File: src/rtl/mmio_responder.sv
// I/O-page responder for the CPU data bus: LED register, UART status and an
// 8N1 UART transmitter. Read data is registered, one cycle after the strobe.
module mmio_responder #(
  parameter int CLK_FREQ_HZ = 12_000_000,
  parameter int BAUD        = 115200
) (
  input  logic        CLK,
  input  logic        RESET,
  input  logic [31:0] MEM_ADDR,
  input  logic [31:0] MEM_WDATA,
  input  logic [3:0]  MEM_WSTRB,
  input  logic        MEM_RSTRB,
  output logic [31:0] mem_rdata,
  output logic [4:0]  LEDS,
  output logic        TXD,
  output logic        uart_busy
);

  localparam int CLKS_PER_BIT = CLK_FREQ_HZ / BAUD;
  localparam int CNT_W        = $clog2(CLKS_PER_BIT);
  localparam logic [CNT_W-1:0] CNT_LAST = CNT_W'(CLKS_PER_BIT - 1);

  typedef enum logic [1:0] {IDLE, START, DATA, STOP} tx_state_t;

  tx_state_t        state;
  logic [CNT_W-1:0] bit_cnt;
  logic [2:0]       bit_idx;
  logic [7:0]       shift;

  logic        io_sel;
  logic [2:0]  reg_sel;
  logic        led_we;
  logic        tx_start;
  logic        bit_done;
  logic [31:0] rd_val;

  assign io_sel   = MEM_ADDR[22];
  assign reg_sel  = MEM_ADDR[4:2];
  assign led_we   = io_sel & reg_sel[0] & MEM_WSTRB[0];
  assign tx_start = io_sel & reg_sel[1] & MEM_WSTRB[0] & ~uart_busy;
  assign bit_done = (bit_cnt == CNT_LAST);

  // UART_DATA reads as zero, so only LEDS and status contribute to the OR.
  assign rd_val = ({27'b0, LEDS} & {32{reg_sel[0]}})
                | ({22'b0, uart_busy, 9'b0} & {32{reg_sel[2]}});

  logic unused_bits;
  assign unused_bits = ^{MEM_ADDR[31:23], MEM_ADDR[21:5], MEM_ADDR[1:0],
                         MEM_WDATA[31:8], MEM_WSTRB[3:1]};

  always_ff @(posedge CLK or posedge RESET) begin
    if (RESET) begin
      LEDS      <= '0;
      mem_rdata <= '0;
    end else begin
      if (led_we) LEDS <= MEM_WDATA[4:0];
      if (MEM_RSTRB && io_sel) mem_rdata <= rd_val;
    end
  end

  // Shift register is pure data: it is loaded on every accepted write.
  always_ff @(posedge CLK) begin
    if (tx_start)
      shift <= MEM_WDATA[7:0];
    else if (state == DATA && bit_done)
      shift <= {1'b0, shift[7:1]};
  end

  always_ff @(posedge CLK or posedge RESET) begin
    if (RESET) begin
      state     <= IDLE;
      bit_cnt   <= '0;
      bit_idx   <= '0;
      TXD       <= 1'b1;
      uart_busy <= 1'b0;
    end else begin
      case (state)
        IDLE: begin
          bit_cnt <= '0;
          bit_idx <= '0;
          if (tx_start) begin
            state     <= START;
            TXD       <= 1'b0;
            uart_busy <= 1'b1;
          end
        end
        START: begin
          if (bit_done) begin
            state   <= DATA;
            bit_cnt <= '0;
            bit_idx <= '0;
            TXD     <= shift[0];
          end else begin
            bit_cnt <= bit_cnt + 1'b1;
          end
        end
        DATA: begin
          if (bit_done) begin
            bit_cnt <= '0;
            if (bit_idx == 3'd7) begin
              state <= STOP;
              TXD   <= 1'b1;
            end else begin
              bit_idx <= bit_idx + 1'b1;
              TXD     <= shift[1];
            end
          end else begin
            bit_cnt <= bit_cnt + 1'b1;
          end
        end
        STOP: begin
          if (bit_done) begin
            state     <= IDLE;
            bit_cnt   <= '0;
            uart_busy <= 1'b0;
          end else begin
            bit_cnt <= bit_cnt + 1'b1;
          end
        end
        default: begin
          state     <= IDLE;
          TXD       <= 1'b1;
          uart_busy <= 1'b0;
        end
      endcase
    end
  end

endmodule

File: config.mk
export PLATFORM = sky130hd
export DESIGN_NAME = mmio_responder
export DESIGN_NICKNAME = d
export VERILOG_FILES = /design/src/rtl/mmio_responder.sv
export SDC_FILE = /design/constraint.sdc
export NUM_CORES = 1
export LEC_CHECK = 0
export CAP_MARGIN = 20
export CORE_ASPECT_RATIO = 0.75
export CORE_MARGIN = 2
export CORE_UTILIZATION = 34
export DETAILED_ROUTE_END_ITERATION = 7
export PLACE_DENSITY = 0.77
export SLEW_MARGIN = 5
export SYNTH_ARGS = -nofsm -noshare
export SYNTH_HDL_FRONTEND = slang
export SYNTH_SLANG_ARGS = --single-unit
export TNS_END_PERCENT = 1
File: constraint.sdc
create_clock -name CLK -period 1.5 [get_ports CLK]
set_input_delay 0.3 -clock CLK [delete_from_list [all_inputs] [get_ports CLK]]
set_output_delay 0.3 -clock CLK [all_outputs]
set_load 0.005 [all_outputs]
==> flow_metrics.py, run 1 <==
metrics = {
    "route": {
        "wl_per_cell_um": 12.34,
        "drt-initial-drc-count": 56,
        "drc": 0,
        "vias_per_cell": 4.321,
        "vias": 1292,
        "routed_wl_um": 3691,
        "drt_pass1_iterations": 4,
        "ant_nets": 0,
    },
    "layout": {
        "synthToLayoutAreaGrowth_pct": 35.80,
        "post-route-util_pct": 47.04,
        "drive_gt1_share_pct": 30.36,
        "antennaDiodeCount": 0,
        "final_cells": 299,
        "nets": 302,
        "postLayoutCellArea_mm2": 0.002477,
    },
    "placed_design": {
        "portBuffers": 28,
        "post_dp_cell_area_mm2": 0.002278,
        "place_ws_ns": -0.3426,
        "place_hpwl_um": 2649,
        "dp_cells": 288,
        "gp_congestion": 0.6876,
    },
    "clock_tree": {
        "h-tree-depth": 2,
        "numCtsBuffers": 5,
        "insertion_delay_ns": 0.28,
        "cts_num_sinks": 33,
        "cts_root_buf": "clkbuf_8",
        "clk_pin_slew_ns": 0.07,
        "cts_tree": "done",
        "cts-hold-fix-buffers": 0,
        "clk_path_buf_depth": 2,
    },
    "power": {
        "p_comb_share_pct": 11.4,
        "vdd_ir_drop_max_mv": 0.6697,
        "swShare_pct": 22.97,
        "seq_power_share_pct": 48.1,
        "p_switching_uw": 478.3,
        "p_per_area_mw_per_mm2": 840.4,
        "leakage_uw": 0.001128,
        "pwr-share-clk_pct": 40.6,
        "p_int_uw": 1604,
    },
    "setup_path": {
        "cpLargestDelayFamily": "flip-flops",
        "critPathKind": "flip-flop to flip-flop",
        "path_max_fanout": 4,
        "slowest_stage": "dfrtp_2",
        "crit_path_start_kind": "flip-flop",
        "worst-path-buf-inv": 1,
        "cp.depth": 6,
        "end_kind": "flip-flop",
        "critPathMaxStageDelay_ns": 0.43,
        "arrival_ns": 1.74,
        "worstPathCellList": "inv_2, ha_4, nor3_2, a31oi_1, a22oi_2, mux2_4",
        "critPathRequiredTime_ns": 1.67,
        "rrSetupSlack_ns": -0.07,
        "r2r.worst_path.cells": 6,
    },
    "synth": {
        "synthesis.area_mm2": 0.001824,
        "synth_edf_count": 8,
        "synthArstFlopShare_pct": 75.76,
        "syn-instance-count": 169,
        "ys.flop_type": "dfrtp_1",
        "synth_area_leaders": "dfrtp_1 (33%), edfxtp_1 (13%), buf_4 (11%), mux2_2 (7.4%), ha_1 (5.5%)",
        "ys_seq_area_share_pct": 47.53,
        "yosysTopAreaCellShare_pct": 32.92,
        "synth-seq-cells": 33,
        "synth_warnings": 0,
        "synth_cell_types": 36,
        "synth_top_area_cell": "dfrtp_1",
        "syn_area_per_cell_um2": 10.79,
    },
    "timing": {
        "hold_viol_final": 0,
        "fmax_ghz": 0.6355,
        "slew_violations": 0,
        "min_period_ns": 1.574,
        "rsz0062_at_grt": "true",
        "fin_hold_ws_ns": 0.3479,
        "finalSetupViolations": 9,
        "fin_skew_ns": 0.009033,
        "layout_setup_ws_ns": -0.07365,
        "finalCritPeriodShare_pct": 104.9,
    },
    "global_routing": {
        "grt_start_max_net_pins": 26,
        "overflow": 0,
        "grt_use_total_pct": 12.64,
        "grt_pass1_wl_um": 5478,
        "grt_pass1_vias": 1126,
        "grt_antenna_before_repair": 0,
    },
    "floorplanning": {
        "start_util_pct": 34.64,
        "io_pins": 110,
        "rows": 23,
        "die_y_um": 67.44,
        "die_w_um": 88.58,
        "core_mm2": 0.005266,
        "dieArea_mm2": 0.005973,
    },
    "run": {
        "drv_cap": 0,
    },
    "outcome": {
        "failed_checks": "negative setup slack",
        "status": "finished with violations",
    },
    "min_path": {
        "worstHoldPathType": "input port to asynchronous set/reset pin",
    },
}
[tightest hold or removal path, cell delays in order]
cell and delay (ns):
clkdlybuf4s50_1 0.40, inv_1 0.09, buf_12 0.19
[timing repair]
item,4_1_cts,5_1_grt
endpoints found under the setup margin,23,29
resized for setup,10,17
buffers inserted,0,3
pin swaps,3,4
[path summary, 6_finish.rpt]
| check | start | end |
|---|---|---|
| hold / removal | RESET | bit_cnt[5]$_DFF_PP0_ |
| hold reg to reg | mem_rdata[0]$_DFFE_PP0P_ | mem_rdata[0]$_DFFE_PP0P_ |
| setup reg to reg | state[1]$_DFFE_PP0P_ | state[1]$_DFFE_PP0P_ |
| max in group asynchronous | RESET | TXD$_DFFE_PP1P_ |
| min in group CLK | mem_rdata[0]$_DFFE_PP0P_ | mem_rdata[0]$_DFFE_PP0P_ |
| setup / recovery | state[1]$_DFFE_PP0P_ | state[1]$_DFFE_PP0P_ |
[cells in the mapped netlist (all sizes together) (2+ instances only)]
| cell | count |
|---|---|
| and3 | 2 |
| inv | 4 |
| a21oi | 3 |
| nand3 | 5 |
| xnor2 | 2 |
| o21ai | 18 |
| xor2 | 2 |
| ha | 8 |
| a32oi | 3 |
| edfxtp | 8 |
| nand2 | 17 |
| nor2 | 6 |
| nor3b | 5 |
| clkbuf | 2 |
| dfrtp | 24 |
| nor3 | 5 |
| buf | 30 |
| mux2 | 14 |
[power groups by stage]
| stage | Combinational (uW) | Sequential [uW] | Clock (uW) |
|---|---|---|---|
| floorplan | 123 | 1020 | 0 |
| global placement | 246 | 1020 | 0 |
| detailed placement | 251 | 1020 | 0 |
| CTS | 248 | 1000 | 857 |
| global route | 266 | 1010 | 903 |
| finish | 236 | 1000 | 845 |
[cell usage in the layout, fill, tap and decap left out, drive strengths merged, types with 6 or more instances in the layout]
cell	netlist	routed
conb	1	26
buf	30	26
dfrtp	24	24
o21ai	18	18
nand2	17	17
clkdlybuf4s50	0	15
mux2	14	14
dlymetal6s2s	0	8
edfxtp	8	8
ha	8	8
nor2	6	6
[kinds of logic after synthesis]
kind of cell / count (synthesis) / synth area share, %
fa+ha+maj: 8 / 5.487
compound gates: 28 / 9.946
other cells: 1 / 0.2056
mux: 15 / 9.396
simple gates: 44 / 12.14
xor+xnor: 4 / 1.921
flops: 33 / 47.53
buf+inv: 36 / 13.37
[metal layers]
| metal | GRT usage (%) | vias to the layer above | part of all wire [%] |
|---|---|---|---|
| li1 | - | 641 | - |
| met1 | 18.64 | 622 | 50 |
| met2 | 17.01 | 27 | 45 |
| met3 | 5.379 | 2 | 4.5 |
| met4 | 2.841 | 0 | 0.49 |
| met5 | 0 | - | 0 |
[cell type report]
cell class | count | area (um^2)
clock buffers | 5 | 68.82
clock inverters | 3 | 46.29
fillers | 479 | 2789
inverters | 4 | 15.01
multi-input cells | 125 | 883.3
flip-flops and latches | 33 | 868.3
well taps | 75 | 93.84
repair buffers | 54 | 501.7
[per-stage QoR]
step / total power (uW) / setup TNS [ns]
after CTS: 2106 / -0.03715
after global routing: 2177 / -0.5939
after global placement: 1262 / -5.615
after floorplan: 1138 / -0.09555
final: 2082 / -0.1290
after detailed placement: 1270 / -5.989
[registers in the layout, summed over array words and instances, names as in the netlist]
signal and count:
LEDS 5, bit_idx 3, bit_cnt 7, mem_rdata 6
TXD 1, uart_busy 1, shift 8, state 2
Power figures use the tool's default switching activity.
==> inputs of run 2 (changes only) <==
PLACE_DENSITY = 0.85   (was 0.77)
REMOVE_ABC_BUFFERS = 1   (was not set)
SLEW_MARGIN = 20   (was 5)
==> run 2 against run 1 <==
Effect of this change: the run still ends with negative setup slack left; wire length down 4.0%; clock skew down 0.0057 ns; first-iteration DRC count down 43%; largest power group unchanged; highest routed layer unchanged.
==> flow_metrics.py, run 2 (synthesis results as in run 1) <==
metrics = {
    "layout": {
        "largest_reg_flops": 8,
        "antennaDiodeCount": 0,
        "multiInputGateArea_um2": 875.8,
        "drive_gt1_share_pct": 30.80,
        "nets": 302,
        "final_common_cell": "conb_1",
        "layout_common_cells": "conb_1 (26), buf_4 (24), dfrtp_1 (23), clkdlybuf4s50_1 (22), nand2_1 (15)",
        "top_register": "shift",
        "ff_latch_area_um2": 868.3,
        "fillers": 478,
        "synthToLayoutAreaGrowth_pct": 33.40,
        "largestRegisters": "shift (8), bit_cnt (7), mem_rdata (6)",
    },
    "power": {
        "swShare_pct": 23.71,
        "leakage_uw": 0.001077,
        "p_per_area_mw_per_mm2": 767.0,
        "p_int_uw": 1424,
        "total_power_uw": 1866,
        "pwr-share-clk_pct": 33.8,
        "p_comb_share_pct": 12.8,
        "vdd_ir_drop_max_mv": 0.4201,
        "p_switching_uw": 442.6,
        "seq_power_share_pct": 53.4,
    },
    "floorplanning": {
        "dieArea_mm2": 0.005973,
        "io_pins": 110,
        "die_y_um": 67.44,
        "die_w_um": 88.58,
        "rows": 23,
        "core_mm2": 0.005266,
        "start_util_pct": 34.64,
    },
    "global_routing": {
        "grt_antenna_before_repair": 0,
        "grt_pass1_vias": 1201,
        "grt_start_max_net_pins": 26,
        "overflow": 0,
        "grt_pass1_wl_um": 5451,
        "grt_use_total_pct": 12.19,
    },
    "route": {
        "vias_per_cell": 4.425,
        "wl_per_cell_um": 11.86,
        "drc": 0,
        "vias": 1323,
        "routed_wl_um": 3545,
        "ant_nets": 0,
        "drt_pass1_iterations": 4,
        "drt-initial-drc-count": 32,
    },
    "run": {
        "drv_cap": 0,
    },
    "timing": {
        "hold_viol_final": 0,
        "finalCritPeriodShare_pct": 106.1,
        "slew_violations": 0,
        "rsz0062_at_grt": "true",
        "finalSetupViolations": 3,
        "fmax_ghz": 0.6281,
        "fin_skew_ns": 0.003307,
        "min_period_ns": 1.592,
        "layout_setup_ws_ns": -0.09212,
    },
    "setup_path": {
        "critPathKind": "flip-flop to flip-flop",
        "end_kind": "flip-flop",
        "critPathMaxStageDelay_ns": 0.43,
        "crit_path_start_kind": "flip-flop",
        "arrival_ns": 1.76,
        "critPathRequiredTime_ns": 1.67,
        "worstPathCellList": "buf_6, ha_4, nor2_2, a31oi_2, a22oi_2, mux2_4",
        "path_max_fanout": 4,
        "rrSetupSlack_ns": -0.09,
        "slowest_stage": "dfrtp_2",
    },
    "clock_tree": {
        "insertion_delay_ns": 0.28,
        "cts_num_sinks": 33,
        "cts_root_buf": "clkbuf_8",
        "cts_tree": "done",
        "numCtsBuffers": 5,
        "clk_path_buf_depth": 2,
        "h-tree-depth": 2,
        "clk_pin_slew_ns": 0.07,
    },
    "placed_design": {
        "gp_congestion": 0.8651,
        "place_hpwl_um": 2760,
        "portBuffers": 28,
        "place_ws_ns": -0.3028,
    },
    "outcome": {
        "status": "finished with violations",
        "failed_checks": "negative setup slack",
    },
    "min_path": {
        "worstHoldPathType": "input port to asynchronous set/reset pin",
    },
}
==> run 2: changes by cell type in the layout (fill, tap and decap cells not counted), moves of 2 or more <==
cell             change
nor3b_1              -2
clkdlybuf4s50_1      +7
nand2_2              +2
dlygate4sd2_1        -3
ha_4                 -2
dlymetal6s2s_1       -4
nor3b_2              +2
clkinv_1             +2
==> run 2: per-stage QoR <==
step | cell area [um^2] | hold WS [ns] | std cells | TNS, ns | util, %
6_report | 2434 | 0.3863 | 299 | -0.1660 | 46.21
5_1_grt | 2434 | 0.4187 | 299 | -0.5101 | 46.21
4_1_cts | 2360 | 0.3956 | 298 | -0.03332 | 44.81
3_5_place_dp | 2263 | 0.4720 | 290 | -4.923 | 42.98
3_3_place_gp | 2263 | 0.4624 | 290 | -4.519 | 42.98
2_1_floorplan | 1689 | 0.3266 | 162 | -1.872 | -
==> run 2: worst paths after layout <==
check	start	to	cells after the start
min in group CLK	mem_rdata[4]$_DFFE_PP0P_	mem_rdata[4]$_DFFE_PP0P_	2
setup reg to reg	state[1]$_DFFE_PP0P_	state[1]$_DFFE_PP0P_	6
hold / removal	RESET	mem_rdata[1]$_DFFE_PP0P_	3
max in group asynchronous	RESET	TXD$_DFFE_PP1P_	3
hold reg to reg	mem_rdata[4]$_DFFE_PP0P_	mem_rdata[4]$_DFFE_PP0P_	2
setup / recovery	state[1]$_DFFE_PP0P_	state[1]$_DFFE_PP0P_	6
==> run 2: cell type report <==
class                      count  area share, %
timing repair buffer          54          20.51
inverter                       4         0.6170
multi-input combinational    125          35.99
sequential                    33          35.68
clock inverter                 3         0.5141
clock buffer                   5          2.828
tap                           75          3.856
==> run 2: layer usage <==
layer  up-vias  routed length, um  GRT usage [%]  share of wire (%)
li1        643                  -              -                  -
met1       634               1645          15.71                 46
met2        39               1667          19.08                 47
met3         7                186          4.156                5.2
met4         0                 46          4.545                1.3
met5         -                  0              0                  0
==> run 2: power groups by stage <==
stage          combinational (uW)  clock, uW  sequential (uW)
6_report                      238        632              996
5_1_grt                       267        689             1000
3_5_place_dp                  246          0             1020
4_1_cts                       247        644              998
3_3_place_gp                  241          0             1010
2_1_floorplan                72.8          0             1020
==> run 2: worst max-delay path: cells and delay by family, from the launching register on <==
kind | cells | cell delay [ns]
AND/OR/NAND/NOR | 1 | 0.09
AO/OA/AOI/OAI | 2 | 0.32
buffers and inverters | 1 | 0.13
multiplexers | 1 | 0.32
flip-flops | 1 | 0.43
adder cells (fa/ha/maj) | 1 | 0.17
==> run 2: what timing repair did <==
item / 4_1_cts / 5_1_grt
buffers inserted: 0 / 1
hold buffers: 0 / 0
gates resized for setup: 9 / 22
setup endpoints to repair: 16 / 18
pin swaps: 0 / 6
==> inputs of run 3 (changes only) <==
GPL_TIMING_DRIVEN = 1   (was not set)
==> results of run 3 <==
Same layout as run 2: the final DEF is identical, and so are final timing and power.
